[src/rtl/pulse_gen_pkg.sv]
// Shared state encoding and default widths for the pulse train generator.
package pulse_gen_pkg;

   typedef enum logic [1:0] {
      IDLE = 2'd0,
      HIGH = 2'd1,
      LOW  = 2'd2,
      DONE = 2'd3
   } state_t;

   localparam int CNT_W_DEF = 8;
   localparam int WID_W_DEF = 8;

endpackage

[src/rtl/phase_down_counter.sv]
// Phase-length down counter: counts from the loaded value to 1 and holds.
module phase_down_counter #(
   parameter int W = 8
) (
   input  logic         clk,
   input  logic         reset,
   input  logic         load,
   input  logic [W-1:0] load_val,
   input  logic         enable,
   output logic         last
);

   logic [W-1:0] count;

   always_ff @(posedge clk) begin
      if (reset) begin
         count <= '0;
      end else if (load) begin
         count <= load_val;
      end else if (enable && count > W'(1)) begin
         count <= count - W'(1);
      end
   end

   assign last = (count == W'(1));

endmodule

[src/rtl/pulse_train_gen.sv]
// Programmable pulse train: N pulses, H cycles high, max(L,1) cycles low.
module pulse_train_gen
   import pulse_gen_pkg::*;
#(
   parameter int CNT_W = CNT_W_DEF,
   parameter int WID_W = WID_W_DEF
) (
   input  logic             clk,
   input  logic             reset,
   input  logic             start,
   input  logic             abort,
   input  logic [CNT_W-1:0] pulse_count,
   input  logic [WID_W-1:0] high_cycles,
   input  logic [WID_W-1:0] low_cycles,
   output logic             out,
   output logic             busy,
   output logic             done
);

   state_t           state;
   logic [CNT_W-1:0] rem;
   logic [WID_W-1:0] h_lat;
   logic [WID_W-1:0] l_lat;
   logic [WID_W-1:0] l_len;
   logic [WID_W-1:0] ld_val;
   logic             ld;
   logic             en;
   logic             last;
   logic             go_ok;
   logic             more;

   assign go_ok = start && (pulse_count != '0) && (high_cycles != '0);
   assign l_len = (l_lat == '0) ? WID_W'(1) : l_lat;
   assign more  = (rem > CNT_W'(1));

   // Reload H on every entry to HIGH, max(L,1) on entry to LOW.
   always_comb begin
      ld     = 1'b0;
      en     = 1'b0;
      ld_val = h_lat;
      unique case (state)
         IDLE: begin
            ld     = go_ok;
            ld_val = high_cycles;
         end
         HIGH: begin
            if (!abort) begin
               if (last && more) begin
                  ld     = 1'b1;
                  ld_val = l_len;
               end else begin
                  en = 1'b1;
               end
            end
         end
         LOW: begin
            if (!abort) begin
               ld = last;
               en = !last;
            end
         end
         default: ;
      endcase
   end

   phase_down_counter #(
      .W(WID_W)
   ) u_phase (
      .clk      (clk),
      .reset    (reset),
      .load     (ld),
      .load_val (ld_val),
      .enable   (en),
      .last     (last)
   );

   always_ff @(posedge clk) begin
      if (reset) begin
         state <= IDLE;
         out   <= 1'b0;
         busy  <= 1'b0;
         done  <= 1'b0;
         rem   <= '0;
         h_lat <= '0;
         l_lat <= '0;
      end else begin
         unique case (state)
            IDLE: begin
               if (start) begin
                  busy <= 1'b1;
                  if (go_ok) begin
                     state <= HIGH;
                     out   <= 1'b1;
                     rem   <= pulse_count;
                     h_lat <= high_cycles;
                     l_lat <= low_cycles;
                  end else begin
                     state <= DONE;
                     done  <= 1'b1;
                  end
               end
            end
            HIGH: begin
               if (last && !abort) begin
                  rem <= rem - CNT_W'(1);
               end
               if (abort || (last && !more)) begin
                  state <= DONE;
                  out   <= 1'b0;
                  done  <= 1'b1;
               end else if (last) begin
                  state <= LOW;
                  out   <= 1'b0;
               end
            end
            LOW: begin
               if (abort) begin
                  state <= DONE;
                  done  <= 1'b1;
               end else if (last) begin
                  state <= HIGH;
                  out   <= 1'b1;
               end
            end
            DONE: begin
               state <= IDLE;
               busy  <= 1'b0;
               done  <= 1'b0;
            end
            default: state <= IDLE;
         endcase
      end
   end

endmodule
[config.mk]
export PLATFORM = sky130hd
export DESIGN_NAME = pulse_train_gen
export DESIGN_NICKNAME = d
export VERILOG_FILES = /design/src/rtl/pulse_gen_pkg.sv /design/src/rtl/phase_down_counter.sv /design/src/rtl/pulse_train_gen.sv
export SDC_FILE = /design/constraint.sdc
export NUM_CORES = 1
export LEC_CHECK = 0
export CAP_MARGIN = 5
export CORE_MARGIN = 3
export CORE_UTILIZATION = 45
export DETAILED_ROUTE_END_ITERATION = 16
export GPL_TIMING_DRIVEN = 0
export PLACE_DENSITY = 0.76
export SLEW_MARGIN = 25
export SYNTH_ARGS = -nofsm -noshare
export SYNTH_HDL_FRONTEND = slang
export SYNTH_SLANG_ARGS = --single-unit
[constraint.sdc]
create_clock -name clk -period 3.7 [get_ports clk]
set_clock_uncertainty 0.15 [all_clocks]
set_input_delay 0.37 -clock clk [delete_from_list [all_inputs] [get_ports clk]]
set_output_delay 0.37 -clock clk [all_outputs]
set_load 0.03 [all_outputs]
==> qor.txt, run 1 <==
Clock sink total -> 37
Fillers -> 400
Crit-path max FO -> 10
Final Max Tran Viols -> 0
Setup TNS -> 0 ns
Worst reg-to-reg setup slack -> 1.17 ns
Max-cap violations -> 0
Largest net degree at the start of global routing -> 13
Clock transition at the registers of the reported paths -> 0.08 ns
CTS root buffer -> clkbuf_8
RSZ-0062 raised after global routing -> false
First-pass GRT wire length -> 8314 um
Seq/Total Area, Yosys -> 0.3564
RR Endpoint -> u_phase.count[0]
Drt wl/cell -> 14.46 um
Clock share of power -> 0.153
CP endpoint kind -> flop
Critical R2R Launch -> u_phase.count[2]
Combinational share of power -> 0.526
Worst vdd ir -> 0.3071 mV
H-Tree Depth -> 2
Power Dens Cells -> 770.0 nW/um^2
Num ports -> 31
CTS tree -> done
Sw frac -> 0.4333
Sw Pwr -> 847.4 uW
CORE AREA -> 4414 um^2
Clk buf depth -> 2
Status -> complete, no violations
Slew margin rel. -> 0.4088
Post-Syn Area -> 2078 um^2
F_max -> 382.6 MHz
Antenna Violating Nets Remaining -> 0
Worst setup path end -> l_lat[0]
Syn_area_per_cell -> 8.346 um^2
Cts hold-fix bufs -> 0
Critical path startpoint -> high_cycles[4]
HPWL Detailed -> 3753 um
Total Nets Final -> 322
Row count -> 24
EDFF count, synth -> 0
Post-Route WL -> 4903 um
Worst-margin pin slew -> 0.8788 ns
Seq cells post-synth -> 37
N_diodes -> 0
Routability cong. -> 0.8980
Grt ovf -> 0
Syn_nets -> 285
Ys Warns -> 0
Data required time of the critical path -> 3.71 ns
Total internal power -> 1.108 mW
Hold WC Path Type -> flop to flop
Ys async rst share -> 0
Period utilization -> 0.7064
DRC viols -> 0
Vias in the first global route -> 1,856
Tot GR Track Use -> 0.1944
Vias -> 1,980
Hold wc startpoint -> h_lat[3]
Total power draw -> 1.956 mW
PostCTS Resize Cnt -> 0
Starting Density -> 0.4708
Reg power frac -> 0.321
DRT iter0 DRCs -> 129
Area of the die -> 5470 um^2
DRT Pass-1 Iters -> 4
WP data arrival -> 2.63 ns
Die Span X -> 73.96 um
Port bufs -> 30
P_leak -> 1.018 nW
Startpoint Class -> input port
Top_reg_cell synth -> dfxtp_1
Initial antenna violation count -> 0
Layout cells sized above 1 -> 0.07317
Fin. Hold Viols -> 0
Final setup viols -> 0
CTS buffer count -> 5
Number of post-CTS setup repair buffers -> 0
Worst reg2reg path depth -> 7
Via density -> 5.841
Critical path type -> input port to flop
Layout Area Growth over Synthesis -> 22.22%
Fin crit period -> 2.614 ns
Yosys cell types -> 47
Clk_lat worst skew -> 0.30 ns
Post-Synthesis Cells -> 249
Die height -> 73.96 um
-- layout make-up --
type                       count  area, um^2  area share
clock buffer                   6       82.58     0.03251
clock inverter                 2       13.76    0.005419
sequential                    37       740.7      0.2916
tap                           52       65.06     0.02562
timing repair buffer          30       300.3      0.1182
inverter                      11       41.29     0.01626
multi-input combinational    187        1237      0.4872
buffer                        14       58.81     0.02315
-- registers in the layout, summed over array words and instances, names as in the netlist --
name           count
busy               1
done               1
h_lat              8
l_lat              8
out                1
rem                8
state              2
u_phase.count      8
-- worst max-delay path: stages --
cell             delay [ns]
clkdlybuf4s50_1        0.46
nor4_1                 0.36
nand2_1                0.13
nand4_1                0.13
clkbuf_1               0.48
buf_2                  0.41
mux2i_1                0.22
nor2_1                 0.05
-- power groups by stage --
stage	Clock, mW	Sequential, mW	Combinational, mW
finish	0.299	0.627	1.03
floorplan	0	0.632	0.767
CTS	0.309	0.624	1.03
global placement	0	0.630	1.00
detailed placement	0	0.634	1.02
global route	0.324	0.641	1.16
-- how the worst min path moves through the flow --
stage | to | slack (ns) | cells after the start
2_1_floorplan | u_phase.count[6] | 0.30 | 2
3_3_place_gp | rem[7] | 0.32 | 2
3_5_place_dp | u_phase.count[3] | 0.33 | 2
4_1_cts | u_phase.count[3] | 0.34 | 2
5_1_grt | u_phase.count[3] | 0.35 | 2
6_report | u_phase.count[3] | 0.33 | 2
-- layer usage --
metal  wire (um)  track usage
met4          85      0.08249
met1        2297       0.2485
met5           0            0
met2        2230       0.3120
met3         290      0.04865
-- cell families (layout without fill, tap and decap cells) --
logic type      after synthesis  after routing  share of synthesized area
mux                          18             18                    0.08729
fa+ha+maj                     8              8                    0.04817
xor+xnor                      7              7                    0.02950
compound gates               66             66                     0.2173
flops                        37             37                     0.3564
buf+inv                      25             63                    0.04816
simple gates                 88             88                     0.2131
-- cells in the final DEF (no fill, tap or decap), types with 8 or more instances in the layout --
cell type        Yosys  final
a22oi_1              8      8
clkbuf_1             8      8
dfxtp_1             37     37
mux2i_1             17     17
nor2_1              36     36
nor4_1               9      9
inv_1               11     11
a21oi_1             22     22
clkdlybuf4s50_1      0     30
nand2_1             11     11
ha_1                 8      8
-- stage by stage --
stage	cells	cell area [um^2]	setup WS, ns	hold WS (ns)	util
3_5_place_dp	331	2444	0.7420	0.3264	0.5536
6_report	339	2540	1.086	0.3349	0.5754
4_1_cts	339	2540	1.053	0.3376	0.5754
5_1_grt	339	2540	0.9029	0.3543	0.5754
3_3_place_gp	331	2444	0.8160	0.3171	0.5536
2_1_floorplan	249	2078	1.449	0.2979	-
-- cells in the mapped netlist (3+ instances only) --
library cell,n,share of area
dfxtp_1,37,0.36
nor2_1,36,0.065
a21oi_1,22,0.053
mux2i_1,17,0.082
inv_1,11,0.020
nand2_1,11,0.020
nor4_1,9,0.027
a22oi_1,8,0.029
clkbuf_1,8,0.014
ha_1,8,0.048
nor3_1,7,0.017
a211oi_1,6,0.022
o21ai_0,6,0.014
a221oi_1,5,0.021
xnor2_1,5,0.021
buf_2,4,0.0096
nand2b_1,4,0.012
nand3_1,3,0.0072
nor2b_1,3,0.0090
or3_1,3,0.0090
Power figures use the tool's default switching activity.
==> inputs of run 2 (changes only) <==
- PLACE_DENSITY: 0.76 -> 0.79
- clock period: 3.7 -> 2.15 ns (I/O delays scaled with it)
==> run 2 against run 1 <==
  * The flow now finishes with violations (negative setup slack)
  * Critical path type is now flop to flop
  * Count of clock-buffer cells in the layout did not move
  * Routed wire length is 27% higher
  * Non-clock buffer count is 9 higher
  * First-iteration DRC count up 60%
  * Cell count is 2.7% higher
  * Sequential share of layout area is 3.5 points lower
  * Clock power up 120%
  * Total power increased by 120%
  * Core utilization grew 9.0 points
  * Sequential power is 83% higher
  * Largest cell class unchanged
  * Via count grew 11%
==> qor.txt, run 2 (same netlist as run 1, synthesis figures left out) <==
Most frequent cells in the layout -> 35 x nor2_1, 30 x clkdlybuf4s50_1, 28 x dfxtp_1, 17 x mux2i_1, 14 x a21oi_1
Worst-margin pin slew -> 0.7758 ns
First-pass GRT wire length -> 9397 um
WP data arrival -> 2.33 ns
Period utilization -> 1.075
Largest net degree at the start of global routing -> 13
CTS root buffer -> clkbuf_8
CTS tree -> done
Antenna Violating Nets Remaining -> 0
Status -> finished with violations
Clock transition at the registers of the reported paths -> 0.08 ns
Via density -> 6.293
Initial antenna violation count -> 0
Crit-path max FO -> 8
Fin. Hold Viols -> 0
Row count -> 24
Routability cong. -> 0.9301
Layout Area Growth over Synthesis -> 41.30%
Cts hold-fix bufs -> 0
Max-cap violations -> 0
Non-filler instance count after layout -> 348
Layout cells sized above 1 -> 0.2568
Critical path type -> flop to flop
Hold WC Path Type -> flop to flop
Critical R2R Launch -> u_phase.count[3]
Die height -> 73.96 um
Post-route setup slack -> -0.1618 ns
Total Nets Final -> 331
Starting Density -> 0.4708
H-Tree Depth -> 2
Hold wc startpoint -> h_lat[6]
Tot GR Track Use -> 0.2229
DRT Pass-1 Iters -> 5
Failing checks -> negative setup slack
Clk buf depth -> 2
Setup TNS -> -2.561 ns
Worst Hold Path EP -> u_phase.count[6]
P_leak -> 1.131 nW
HPWL Detailed -> 3887 um
Clk_lat worst skew -> 0.30 ns
DRC viols -> 0
Power Dens Cells -> 1450 nW/um^2
Startpoint Class -> flop
Worst vdd ir -> 0.7146 mV
Worst reg-to-reg setup slack -> -0.16 ns
Vias in the first global route -> 1,928
Final Max Tran Viols -> 0
Commonest non-fill, non-tap cell in the layout -> nor2_1
Final setup viols -> 28
RR Endpoint -> u_phase.count[0]
N_diodes -> 0
CP endpoint kind -> flop
Fin crit period -> 2.312 ns
Area of the die -> 5470 um^2
Die Span X -> 73.96 um
Hold WS -> 0.3337 ns
Clock sink total -> 37
Dpl ws -> -0.5928 ns
CORE AREA -> 4414 um^2
Post-Route WL -> 6236 um
Port bufs -> 30
CTS buffer count -> 5
DRT iter0 DRCs -> 207
Drt wl/cell -> 17.92 um
Num ports -> 31
F_max -> 432.6 MHz
Worst reg2reg path depth -> 8
Vias -> 2,190
Total power draw -> 4.259 mW
Slew margin rel. -> 0.4781
Grt ovf -> 0
WHS Path Cells -> 2
Post-Place Cells -> 331
RSZ-0062 raised after global routing -> true
Data required time of the critical path -> 2.16 ns
run 2: timing repair:
| item | CTS | global route |
|---|---|---|
| pin swaps | 10 | 17 |
| cloned | 0 | 1 |
| buffers inserted | 5 | 5 |
| resized for setup | 43 | 28 |
| endpoints found under the setup margin | 28 | 30 |
run 2: power by group:
group	switching (mW)	total, mW	internal (mW)	leakage, nW
clock network	0.267	0.644	0.377	0.0574
logic	1.35	2.46	1.11	0.765
registers	0.236	1.15	0.915	0.308
total	1.85	4.26	2.40	1.13
run 2: critical path, cell delays in order, from the launching register on:
cell and delay [ns]:
dfxtp_2 0.34, or4_4 0.59, nor3_4 0.19, buf_4 0.17, and3_1 0.19, buf_6 0.15
nor2_4 0.08, a211oi_2 0.25, a211oi_1 0.07
run 2: worst max path at each step:
stage,startpoint,to,slack (ns),cells after the start
2_1_floorplan,u_phase.count[5],u_phase.count[5],-0.02,5
3_3_place_gp,pulse_count[4],h_lat[3],-0.60,8
3_5_place_dp,pulse_count[4],l_lat[0],-0.59,8
4_1_cts,u_phase.count[3],u_phase.count[4],-0.13,8
5_1_grt,u_phase.count[3],u_phase.count[2],-0.21,7
6_report,u_phase.count[3],u_phase.count[0],-0.16,8
run 2: routing by layer:
metal | wire length, um | GRT usage | part of all wire
met2 | 2986 | 0.3543 | 0.48
met4 | 138 | 0.08451 | 0.022
met1 | 2628 | 0.2899 | 0.42
met5 | 0 | 0 | 0
met3 | 483 | 0.05946 | 0.077
run 2: through the flow:
stage | utilization | area, um^2
3_5_place_dp | 0.5536 | 2444
5_1_grt | 0.6652 | 2937
4_1_cts | 0.6253 | 2760
2_1_floorplan | - | 2078
6_report | 0.6652 | 2937
3_3_place_gp | 0.5536 | 2444
run 2: area by class of cell:
| class | instances | area [um^2] |
|---|---|---|
| sequential | 37 | 754.5 |
| buffer | 12 | 86.33 |
| clock buffer | 6 | 82.58 |
| clock inverter | 2 | 37.54 |
| timing repair buffer | 41 | 404.1 |
| multi-input combinational | 187 | 1465 |
| inverter | 11 | 41.29 |
| fill | 326 | 1478 |
| tap | 52 | 65.06 |
==> inputs of run 3 (changes only) <==
- CORE_UTILIZATION: 45 -> 48
- PLACE_DENSITY: 0.79 -> 0.83
==> run 3 against run 2 <==
  * The flow still finishes with violations (negative setup slack)
  * First-iteration DRC count rose by 46%
  * Largest cell class unchanged
  * Clock power decreased by 7.5%
  * Critical path type unchanged
  * Sequential power is essentially flat
  * Largest power group unchanged
  * Global-route usage increased by 4.8 points
==> qor.txt, run 3 (same netlist as run 1, synthesis figures left out) <==
Post-route cell area -> 3003 um^2
Status -> finished with violations
N_diodes -> 0
Sw frac -> 0.4527
Clock share of power -> 0.132
Drt wl/cell -> 21.74 um
Grt ovf -> 0
CTS buffer count -> 5
Commonest non-fill, non-tap cell in the layout -> nor2_1
Total internal power -> 2.477 mW
Fin crit period -> 2.379 ns
Data required time of the critical path -> 2.17 ns
Reg power frac -> 0.253
Initial antenna violation count -> 0
Port bufs -> 30
Antenna Violating Nets Remaining -> 0
Post-placement cell area -> 2441 um^2
Routability cong. -> 0.8960
Post-Route WL -> 7632 um
Hold wc startpoint -> busy
Largest net degree at the start of global routing -> 12
Area of the die -> 5155 um^2
Worst reg2reg path depth -> 7
P_leak -> 1.159 nW
WHS Path Cells -> 2
Row count -> 23
Starting Density -> 0.5086
Die height -> 71.80 um
HPWL Detailed -> 3919 um
Die Span X -> 71.80 um
Clk buf depth -> 2
Slew margin rel. -> 0.3897
Most frequent cells in the layout -> 35 x nor2_1, 33 x dfxtp_1, 30 x clkdlybuf4s50_1, 17 x mux2i_1, 12 x a21oi_1
Worst vdd ir -> 0.7711 mV
Hold WS -> 0.3566 ns
Power Dens Cells -> 1507 nW/um^2
Worst-margin pin slew -> 0.9071 ns
Failing checks -> negative setup slack
RSZ-0062 raised after global routing -> true
Period utilization -> 1.106
Layout cells sized above 1 -> 0.2658
CP endpoint kind -> flop
Final setup viols -> 19
Combinational share of power -> 0.615
DRC viols -> 0
H-Tree Depth -> 2
Clk_lat worst skew -> 0.30 ns
Tot GR Track Use -> 0.2710
DRT Pass-1 Iters -> 5
DRT iter0 DRCs -> 303
Critical path type -> flop to flop
Startpoint Class -> flop
WP data arrival -> 2.40 ns
Fin. Hold Viols -> 0
Layout Area Growth over Synthesis -> 44.49%
Num ports -> 31
Hold WC Path Type -> flop to flop
Total Nets Final -> 337
Max-cap violations -> 0
Worst reg-to-reg setup slack -> -0.23 ns
Vias -> 2,393
Clock transition at the registers of the reported paths -> 0.07 ns
Crit-path max FO -> 6
F_max -> 420.4 MHz
Clock sink total -> 37
Post-route setup slack -> -0.2286 ns
Final Max Tran Viols -> 0
Critical path startpoint -> u_phase.count[5]
Via density -> 6.818
Sw Pwr -> 2.048 mW
CTS root buffer -> clkbuf_8
Vias in the first global route -> 2,197
First-pass GRT wire length -> 10,720 um
Cts hold-fix bufs -> 0
Critical R2R Launch -> u_phase.count[5]
CORE AREA -> 4086 um^2
CTS tree -> done
Setup TNS -> -1.741 ns
run 3: what timing repair did:
action	CTS	global route
gates resized for setup	48	32
gates cloned	1	0
buffers inserted	8	8
endpoints found under the hold margin	0	0
pin swaps	25	23
endpoints found under the setup margin	28	30
run 3: path summary, 6_finish.rpt:
path / to
max: u_phase.count[3]
min: busy
max reg2reg: u_phase.count[3]
min reg2reg: busy
run 3: power by group through the flow:
stage | Sequential [mW] | Combinational, mW | Clock (mW)
after floorplan | 1.09 | 1.32 | 0
after global routing | 1.16 | 2.93 | 0.629
after detailed placement | 1.09 | 1.76 | 0
final | 1.15 | 2.78 | 0.596
after global placement | 1.08 | 1.71 | 0
after CTS | 1.09 | 2.21 | 0.592
run 3: stage by stage:
step	setup WS, ns	std cells	power (mW)	utilization
after global routing	-0.2618	351	4.725	0.7348
final	-0.2286	351	4.525	0.7348
after CTS	-0.1588	343	3.887	0.6834
after detailed placement	-0.5843	329	2.849	0.5974
after floorplan	-0.01778	249	2.406	-
after global placement	-0.5886	329	2.790	0.5974
run 3: worst max-delay path, cell delays in order (launching register included):
cell,delay (ns)
dfxtp_2,0.33
or4_4,0.57
nor3_4,0.13
buf_6,0.17
nand3_4,0.10
a31oi_2,0.31
nor2_1,0.09
a311oi_1,0.38
run 3: routing by layer:
layer / part of all wire / wire length (um) / GRT usage / vias to the layer above
met2: 0.47 / 3590 / 0.4347 / 185
met4: 0.046 / 354 / 0.1649 / 0
li1: - / - / - / 1016
met5: 0 / 0 / 0 / -
met3: 0.089 / 683 / 0.06872 / 38
met1: 0.39 / 3004 / 0.3243 / 1154
run 3: cell type report:
| cell class | count | area (um^2) |
|---|---|---|
| multi-input cells | 187 | 1499 |
| flip-flops and latches | 37 | 745.7 |
| plain buffers | 12 | 91.34 |
| inverters | 11 | 41.29 |
| repair buffers | 47 | 459.2 |
| clock inverters | 2 | 35.03 |
| fillers | 270 | 1084 |
| well taps | 50 | 62.56 |
| clock buffers | 5 | 68.82 |
